[src/rtl/wb_port_arbiter_pkg.sv]
// ============================================================================
// wb_port_arbiter_pkg : shared widths, write-request struct and arbiter states
// Revision: 1.0
// ============================================================================
`default_nettype none

package wb_port_arbiter_pkg;

  localparam int D_SIZE        = 32;
  localparam int ADDR_LINE_REG = 5;

  typedef struct packed {
    logic [D_SIZE-1:0]        data;
    logic [ADDR_LINE_REG-1:0] addr;
  } wb_req_t;

  typedef enum logic [0:0] {
    WBARB_NORMAL = 1'b0,
    WBARB_DRAIN  = 1'b1
  } wbarb_state_e;

endpackage

`default_nettype wire

[src/rtl/wb_result_fifo.sv]
// ============================================================================
// wb_result_fifo : synchronous FIFO of long-latency write-back requests
// Revision: 1.0
// ============================================================================
`default_nettype none

module wb_result_fifo
  import wb_port_arbiter_pkg::*;
#(
  parameter int DEPTH = 2
) (
  input  logic    clk,
  input  logic    rst,
  input  logic    push_i,
  input  wb_req_t push_data_i,
  input  logic    pop_i,
  output logic    full_o,
  output logic    empty_o,
  output logic    one_left_o,
  output wb_req_t head_o
);

  localparam int PTR_W = $clog2(DEPTH);

  logic [PTR_W:0] wr_ptr_q, wr_ptr_d;
  logic [PTR_W:0] rd_ptr_q, rd_ptr_d;
  logic [PTR_W:0] w_fill;
  wb_req_t        mem_q [DEPTH];

  assign wr_ptr_d = push_i ? wr_ptr_q + 1'b1 : wr_ptr_q;
  assign rd_ptr_d = pop_i  ? rd_ptr_q + 1'b1 : rd_ptr_q;

  always_ff @(posedge clk or posedge rst) begin
    if (rst) begin
      wr_ptr_q <= '0;
      rd_ptr_q <= '0;
    end else begin
      wr_ptr_q <= wr_ptr_d;
      rd_ptr_q <= rd_ptr_d;
    end
  end

  always_ff @(posedge clk) begin
    if (push_i) mem_q[wr_ptr_q[PTR_W-1:0]] <= push_data_i;
  end

  // Extra pointer MSB distinguishes full from empty when the index bits match.
  assign empty_o    = (wr_ptr_q == rd_ptr_q);
  assign full_o     = (wr_ptr_q[PTR_W] != rd_ptr_q[PTR_W]) &&
                      (wr_ptr_q[PTR_W-1:0] == rd_ptr_q[PTR_W-1:0]);
  assign w_fill     = wr_ptr_q - rd_ptr_q;
  assign one_left_o = (w_fill == (PTR_W+1)'(1));
  assign head_o     = mem_q[rd_ptr_q[PTR_W-1:0]];

endmodule

`default_nettype wire

[src/rtl/wb_port_arbiter.sv]
// ============================================================================
// wb_port_arbiter : shares the RF write port between pipeline WB and mc results
// Revision: 1.0
// ============================================================================
`default_nettype none

module wb_port_arbiter
  import wb_port_arbiter_pkg::*;
#(
  parameter int FIFO_DEPTH = 2,
  parameter int STARVE_MAX = 4
) (
  input  logic                     clk,
  input  logic                     rst,
  input  logic                     wb_valid_f_mem,
  input  logic [D_SIZE-1:0]        wb_data_f_mem,
  input  logic [ADDR_LINE_REG-1:0] wb_addr_f_mem,
  input  logic                     mc_valid,
  input  logic [D_SIZE-1:0]        mc_data,
  input  logic [ADDR_LINE_REG-1:0] mc_addr,
  output logic                     mc_ready,
  output logic                     stall_f_wb,
  output logic                     reg_we_f_wb_id,
  output logic [D_SIZE-1:0]        reg_data_f_wb_id,
  output logic [ADDR_LINE_REG-1:0] reg_addr_f_wb_id
);

  localparam int             CNT_W       = $clog2(STARVE_MAX + 1);
  localparam logic [CNT_W-1:0] STARVE_LAST = CNT_W'(STARVE_MAX - 1);

  wbarb_state_e             state_q, state_d;
  logic [CNT_W-1:0]         starve_cnt_q, starve_cnt_d;
  logic                     we_q;
  logic [D_SIZE-1:0]        data_q;
  logic [ADDR_LINE_REG-1:0] addr_q;

  logic    w_full, w_empty, w_one_left, w_push, w_pop, w_grant;
  wb_req_t w_head, w_mc_req, w_pipe_req, w_grant_req;

  assign w_mc_req   = '{data: mc_data, addr: mc_addr};
  assign w_pipe_req = '{data: wb_data_f_mem, addr: wb_addr_f_mem};
  assign mc_ready   = !w_full;
  assign w_push     = mc_valid && !w_full;

  wb_result_fifo #(.DEPTH(FIFO_DEPTH)) u_fifo (
    .clk         (clk),
    .rst         (rst),
    .push_i      (w_push),
    .push_data_i (w_mc_req),
    .pop_i       (w_pop),
    .full_o      (w_full),
    .empty_o     (w_empty),
    .one_left_o  (w_one_left),
    .head_o      (w_head)
  );

  always_ff @(posedge clk or posedge rst) begin
    if (rst) state_q <= WBARB_NORMAL;
    else     state_q <= state_d;
  end

  always_comb begin
    state_d = state_q;
    unique case (state_q)
      WBARB_NORMAL: if (!w_empty && !w_pop && (starve_cnt_q == STARVE_LAST)) state_d = WBARB_DRAIN;
      WBARB_DRAIN:  if (w_pop && w_one_left && !w_push) state_d = WBARB_NORMAL;
      default:      state_d = WBARB_NORMAL;
    endcase
  end

  // Grant selection: pipeline has priority in NORMAL and is locked out in DRAIN.
  always_comb begin
    w_grant     = 1'b0;
    w_pop       = 1'b0;
    w_grant_req = w_pipe_req;
    unique case (state_q)
      WBARB_NORMAL: begin
        if (wb_valid_f_mem) begin
          w_grant = 1'b1;
        end else if (!w_empty) begin
          w_grant     = 1'b1;
          w_pop       = 1'b1;
          w_grant_req = w_head;
        end
      end
      WBARB_DRAIN: begin
        if (!w_empty) begin
          w_grant     = 1'b1;
          w_pop       = 1'b1;
          w_grant_req = w_head;
        end
      end
      default: ;
    endcase
  end

  assign stall_f_wb = (state_q == WBARB_DRAIN);

  always_comb begin
    if ((state_q == WBARB_DRAIN) || (state_d == WBARB_DRAIN) || w_empty || w_pop)
      starve_cnt_d = '0;
    else
      starve_cnt_d = starve_cnt_q + 1'b1;
  end

  always_ff @(posedge clk or posedge rst) begin
    if (rst) begin
      starve_cnt_q <= '0;
      we_q         <= 1'b0;
      data_q       <= '0;
      addr_q       <= '0;
    end else begin
      starve_cnt_q <= starve_cnt_d;
      we_q         <= w_grant && (w_grant_req.addr != '0);
      if (w_grant) begin
        data_q <= w_grant_req.data;
        addr_q <= w_grant_req.addr;
      end
    end
  end

  assign reg_we_f_wb_id   = we_q;
  assign reg_data_f_wb_id = data_q;
  assign reg_addr_f_wb_id = addr_q;

endmodule

`default_nettype wire

[config.mk]
export PLATFORM = sky130hd
export DESIGN_NAME = wb_port_arbiter
export DESIGN_NICKNAME = d
export VERILOG_FILES = /design/src/rtl/wb_port_arbiter_pkg.sv /design/src/rtl/wb_result_fifo.sv /design/src/rtl/wb_port_arbiter.sv
export SDC_FILE = /design/constraint.sdc
export NUM_CORES = 1
export LEC_CHECK = 0
export BUFFER_PORTS_ARGS = -buffer_cell sky130_fd_sc_hd__buf_2
export CAP_MARGIN = 20
export CORE_ASPECT_RATIO = 0.75
export CORE_MARGIN = 10
export CORE_UTILIZATION = 35
export DETAILED_ROUTE_END_ITERATION = 8
export PLACE_DENSITY = 0.65
export RECOVER_POWER = 50
export SLEW_MARGIN = 20
export SYNTH_ARGS = -nofsm -noshare
export SYNTH_HDL_FRONTEND = slang
export SYNTH_SLANG_ARGS = --single-unit
[constraint.sdc]
create_clock -name clk -period 3.05 [get_ports clk]
set_input_delay 0.1525 -clock clk [delete_from_list [all_inputs] [get_ports clk]]
set_output_delay 0.1525 -clock clk [all_outputs]
set_load 0.02 [all_outputs]
Word level (Yosys, flattened, before mapping). Memories as Yosys holds them, arrays and structs flattened. Index checks and enable logic that the tools add are counted.

Logic and storage cells: 47. Memories kept: 1. Output and inout port bits: 40. Register bits: 46. Input bits: 78. RAM bits: 74.

Memories: u_fifo.mem_q (depth 2, bits a word 37, rd ports 1, clocked after Yosys merged registers in 0, write ports 1, RTL line wb_result_fifo.sv:28) `wb_req_t mem_q [DEPTH];`.

Add/sub/neg operators: 4. Bitwise logic cells: 1. Eq/ne operators: 5. Reduce and logical (&&, ||, !) cells: 15. Multiplexer cells: 14.

Operators by type and width (count): 37-bit 2-to-1 mux (2); 37-bit one-hot mux with 2 select lines (1); 1-bit logical AND (7); 1-bit 2-to-1 mux (7); 1-bit one-hot mux with 2 select lines (3); 5-bit nonzero test (1); 2-bit by 1-bit adder with 2-bit output, second input constant (2); 1-bit logical NOT (4); 3-bit by 1-bit adder with 3-bit output, second input constant (1); 3-bit by 2-bit equality test with 1-bit output, second input constant (1); 1-bit logical OR (3); 3-bit 2-to-1 mux (1); 2-bit by 1-bit equality test with 1-bit output, second input constant (1); 2-bit equality test (1); 2-bit subtractor (1); 1-bit equality test (1); 1-bit != test (1); 1-bit NOT (1).

Depth between registers and ports, before layout.
Depth after elaboration: 13. Depth in mapped cells: 7. Depth with buffers taken out: 5.

By module. From an unflattened synthesis, not the netlist that was laid out.

Cell total of the unflattened synthesis: 321. Area, all modules: 4893.4 sq um.

By module, submodules not included: wb_result_fifo (sequential area each 2322.2 sq um, area an instance 2931.6 sq um, times used 1, cells an instance 135); wb_port_arbiter (sequential area each 1051.0 sq um, area an instance 1961.9 sq um, times used 1, cells an instance 186).

Worst setup path after synthesis. OpenSTA, ideal clock, no wires.

Path kind: register to register. From: register u_fifo.wr_ptr_q[0]. To: memory u_fifo.mem_q[0][0] (netlist bit), enable pin. Path buffers: 1. Data required time: 2.619 ns. Library setup time: 0.431 ns. Stages on the path, launching flop included: 7. Setup slack: 0.001 ns. Period minus slack after synthesis: 3.049 ns. Arrival time: 2.617 ns. Cell sequence: dfrtp_1 inv_1 ha_1 clkbuf_1 inv_1 o21ai_0 nor2_1.

Longest elaborated chain between the ends: 6.

Ends and longest elaborated chain: start: declaration (RTL line wb_result_fifo.sv:25) `logic [PTR_W:0] wr_ptr_q, wr_ptr_d;`; start signal: assignment (RTL line wb_result_fifo.sv:38) `wr_ptr_q <= wr_ptr_d;`; 1-bit equality test (RTL line wb_result_fifo.sv:50) `(wr_ptr_q[PTR_W-1:0] == rd_ptr_q[PTR_W-1:0]);`; 1-bit logical AND (RTL line wb_result_fifo.sv:49) `assign full_o = (wr_ptr_q[PTR_W] != rd_ptr_q[PTR_W]) &&`; 1-bit logical NOT (RTL line wb_port_arbiter.sv:43) `assign w_push = mc_valid && !w_full;`; 1-bit logical AND (RTL line wb_port_arbiter.sv:43); 1-bit 2-to-1 mux (RTL line wb_result_fifo.sv:44) `if (push_i) mem_q[wr_ptr_q[PTR_W-1:0]] <= push_data_i;`; 1-bit 2-to-1 mux (not written as such) (RTL line wb_result_fifo.sv:44); end: declaration (RTL line wb_result_fifo.sv:28).

Several ways; a longest one is shown, not always the timed one.

Final worst setup path.
From: register u_fifo.rd_ptr_q[1]. To: memory u_fifo.mem_q[0][33] (netlist bit), enable pin.

Longest elaborated chain between the ends: 6.

Ends and longest elaborated chain: start: declaration (RTL line wb_result_fifo.sv:26) `logic [PTR_W:0] rd_ptr_q, rd_ptr_d;`; start signal: assignment (RTL line wb_result_fifo.sv:39) `rd_ptr_q <= rd_ptr_d;`; 1-bit != test (RTL line wb_result_fifo.sv:49); 1-bit logical AND (RTL line wb_result_fifo.sv:49); 1-bit logical NOT (RTL line wb_port_arbiter.sv:43); 1-bit logical AND (RTL line wb_port_arbiter.sv:43); 1-bit 2-to-1 mux (RTL line wb_result_fifo.sv:44); 1-bit 2-to-1 mux (not written as such) (RTL line wb_result_fifo.sv:44).

No other way between the ends.

==> flow_summary.toml <==
[run_status]
status = "finished, violations left"
violations = "max-capacitance violations, max-slew violations"

[synth]
synth-edff-count = 74
yosys.area.top_type_share_pct = 43.7
yosysTopAreaCell = "edfxtp_1"
syn_nets = 455
synth_seq_cells = 120
yosysWarnings = 0
syn_avg_cell_area_um2 = 13.6
synthTopCellsByCount = "a211oi_1 (75), nor2_1 (75), edfxtp_1 (74)"
synth_area_um2 = 5080
synth_cell_types = 28
synthArstFlopShare_pct = 38.3
synth.area.top_cells = "edfxtp_1 (44%), dfrtp_1 (23%), a211oi_1 (11%)"
ys_seq_area_share_pct = 66.4
synth_flop_cell = "edfxtp_1"
syn-instance-count = 374

[placed_design]
preCtsSetupSlack_ns = 0.708
hpwl_mm = 8.39
dp_cells = 667
gp_congestion = 0.735
io_buffers = 117

[clocking]
post_cts_buffers = 0
cts_resized = 0
hold_buffers = 37
cts.path.max_buffers = 2
cts.clk_slew.worst_paths_ns = 0.06
cts_buffers = 17
h-tree-depth = 4
clock-sinks = 120
insertion_delay_ns = 0.42
cts_tree = "built"
root_buffer = "clkbuf_16"

[cells_and_area]
final_util_pct = 47.9
fin_nets = 605
areaGrowthSynthToFinish_pct = 35.4
instances_no_fill = 737
multiInputGateArea_um2 = 1560
drive_gt1_share_pct = 27.7
regArea_um2 = 3370
n_antenna_cell = 0
fill_cells = 1301

[floorplanning]
die_w_um = 159
io_pins = 118
start_util_pct = 35.4
core_region_area_um2 = 14400
dieArea_um2 = 19800
die_h_um = 124
fp-row-count = 38

[setup_path]
reg2reg_setup_slack_ns = 0.74
worst-r2r-cell-count = 4
required_ns = 3.16
slowest_delay_ns = 0.51
critical_path_class = "flip-flop to flip-flop"
reg2reg_from = "u_fifo.rd_ptr_q[1]"
crit_path_end = "u_fifo.mem_q[0][33]"
cp-end-kind = "flip-flop"
cp-startpoint = "u_fifo.rd_ptr_q[1]"
reg2reg_to = "u_fifo.mem_q[0][33]"
cp_cell_sequence = "xnor2_4 -> o21ai_0 -> nor2_4 -> buf_12"
cp_slowest_cell = "xnor2_4"
setup.worst_path.start_class = "flip-flop"
critPathMaxFanout = 23
crit_arrival_ns = 2.42

[pwr]
swShare_pct = 36.3
comb_power_share_pct = 37.9
seqPwrFrac_pct = 33.1
power.switching_uw = 2930
leakage_uw = 0.00255
ir_drop_uv = 550
p_int_uw = 5150
clkPwrFrac_pct = 29.0
p_per_area_nw_per_um2 = 1170

[sta]
finalSetupTns_ns = 0
fin_crit_ns = 2.31
post-route-period-util_pct = 75.7
slew_headroom_pct = -50.5
hold_violations = 0
finalSetupViolCount = 0
fmax_mhz = 433
fin_ws_ns = 0.741
report.final.slew_viol_count = 47
tightest_slew_ns = 2.25
rsz0062_at_grt = "no"
skew_ns = 0.0128

[routing]
wl_per_cell_um = 17.3
wirelength_mm = 12.7
via_per_inst = 4.80
ant_nets = 0
drt-pass1-iter-count = 4
via_count = 3536
dr.first_iter.drc_count = 173
drc = 0

[global_route]
antenna_found_initial = 0
grt_max_degree = 79
grt_pass1_wl_mm = 20.3
groute.usage.overall_pct = 12.9
grt.overflow.total = 0
grt_pass1_vias = 3769

[run]
maxCapViolCount = 1

[min_path]
hp-class = "input pin to flip-flop"
## worst max-delay path: cells and delay by family, from the launching register on
family | cells | cell delay (ns)
AND/OR/NAND/NOR | 1 | 0.47
XOR/XNOR | 1 | 0.51
AO/OA/AOI/OAI | 1 | 0.30
flip-flops | 1 | 0.44
buffers and inverters | 1 | 0.25
## power by group through the flow
stage / Combinational [uW] / Sequential [uW] / Clock, uW
global placement: 3060 / 2660 / 0
CTS: 3170 / 2670 / 2380
floorplan: 1900 / 2970 / 0
finish: 3060 / 2680 / 2340
detailed placement: 3110 / 2690 / 0
global route: 3360 / 2730 / 2470
## stage by stage
step           instance area (um^2)  hold slack [ns]  total power [uW]
2_1_floorplan                  5080            0.251              4870
3_3_place_gp                   5870            0.344              5720
3_5_place_dp                   5870            0.344              5800
4_1_cts                        6940          0.00278              8220
5_1_grt                        6880          0.00800              8560
6_report                       6880           0.0188              8080
## cell type report
| type | instances | share of cell area [%] |
|---|---|---|
| Clock inverter | 13 | 3.60 |
| Sequential cell | 120 | 49.0 |
| Inverter | 6 | 0.345 |
| Clock buffer | 19 | 6.58 |
| Tap cell | 200 | 3.64 |
| Multi-Input combinational cell | 217 | 22.7 |
| Timing Repair Buffer | 162 | 14.1 |
## flip-flops by register name (all words and copies together) (netlist names)
| signal | flops |
|---|---|
| u_fifo.rd_ptr_q | 2 |
| u_fifo.mem_q | 74 |
| reg_addr_f_wb_id | 5 |
| stall_f_wb | 1 |
| u_fifo.wr_ptr_q | 2 |
| starve_cnt_q | 3 |
| reg_we_f_wb_id | 1 |
| reg_data_f_wb_id | 32 |
## kinds of logic after synthesis
kind of cell    synth area share (%)
compound gates                  12.1
xor+xnor                        1.18
fa+ha+maj                      0.738
buf+inv                         3.57
flops                           66.4
mux                             8.20
simple gates                    7.85
## how the worst min path moves through the flow
stage,start,end,depth (start not counted)
2_1_floorplan,mc_addr[0],u_fifo.mem_q[0][0],0
3_3_place_gp,mc_data[4],u_fifo.mem_q[0][9],1
3_5_place_dp,mc_data[4],u_fifo.mem_q[1][9],1
4_1_cts,wb_data_f_mem[8],reg_data_f_wb_id[8],3
5_1_grt,wb_data_f_mem[5],reg_data_f_wb_id[5],3
6_report,wb_data_f_mem[16],reg_data_f_wb_id[16],3
## layout by cell type (no fill, tap or decap), drive strengths merged, types with 3 or more instances in the layout
cell type    Yosys  routed
a211oi          75      75
buf             12      68
bufinv           0       7
clkbuf          19      75
clkinv           0       4
clkinvlp         0       3
dfrtp           46      46
dlygate4sd3      0      38
edfxtp          74      74
ha               3       3
inv              6       5
mux2            37      37
nor2            75      75
or4              3       3
xnor2            4       4
## routing by layer
layer  vias to the layer above  track usage (%)  routed length (um)
met3                        13             4.69                 746
met4                         0             4.46                 172
met5                         -                0                   0
li1                       1706                -                   -
met1                      1700             16.5                6050
met2                       117             19.6                5770
(Power assumes the default switching activity.)
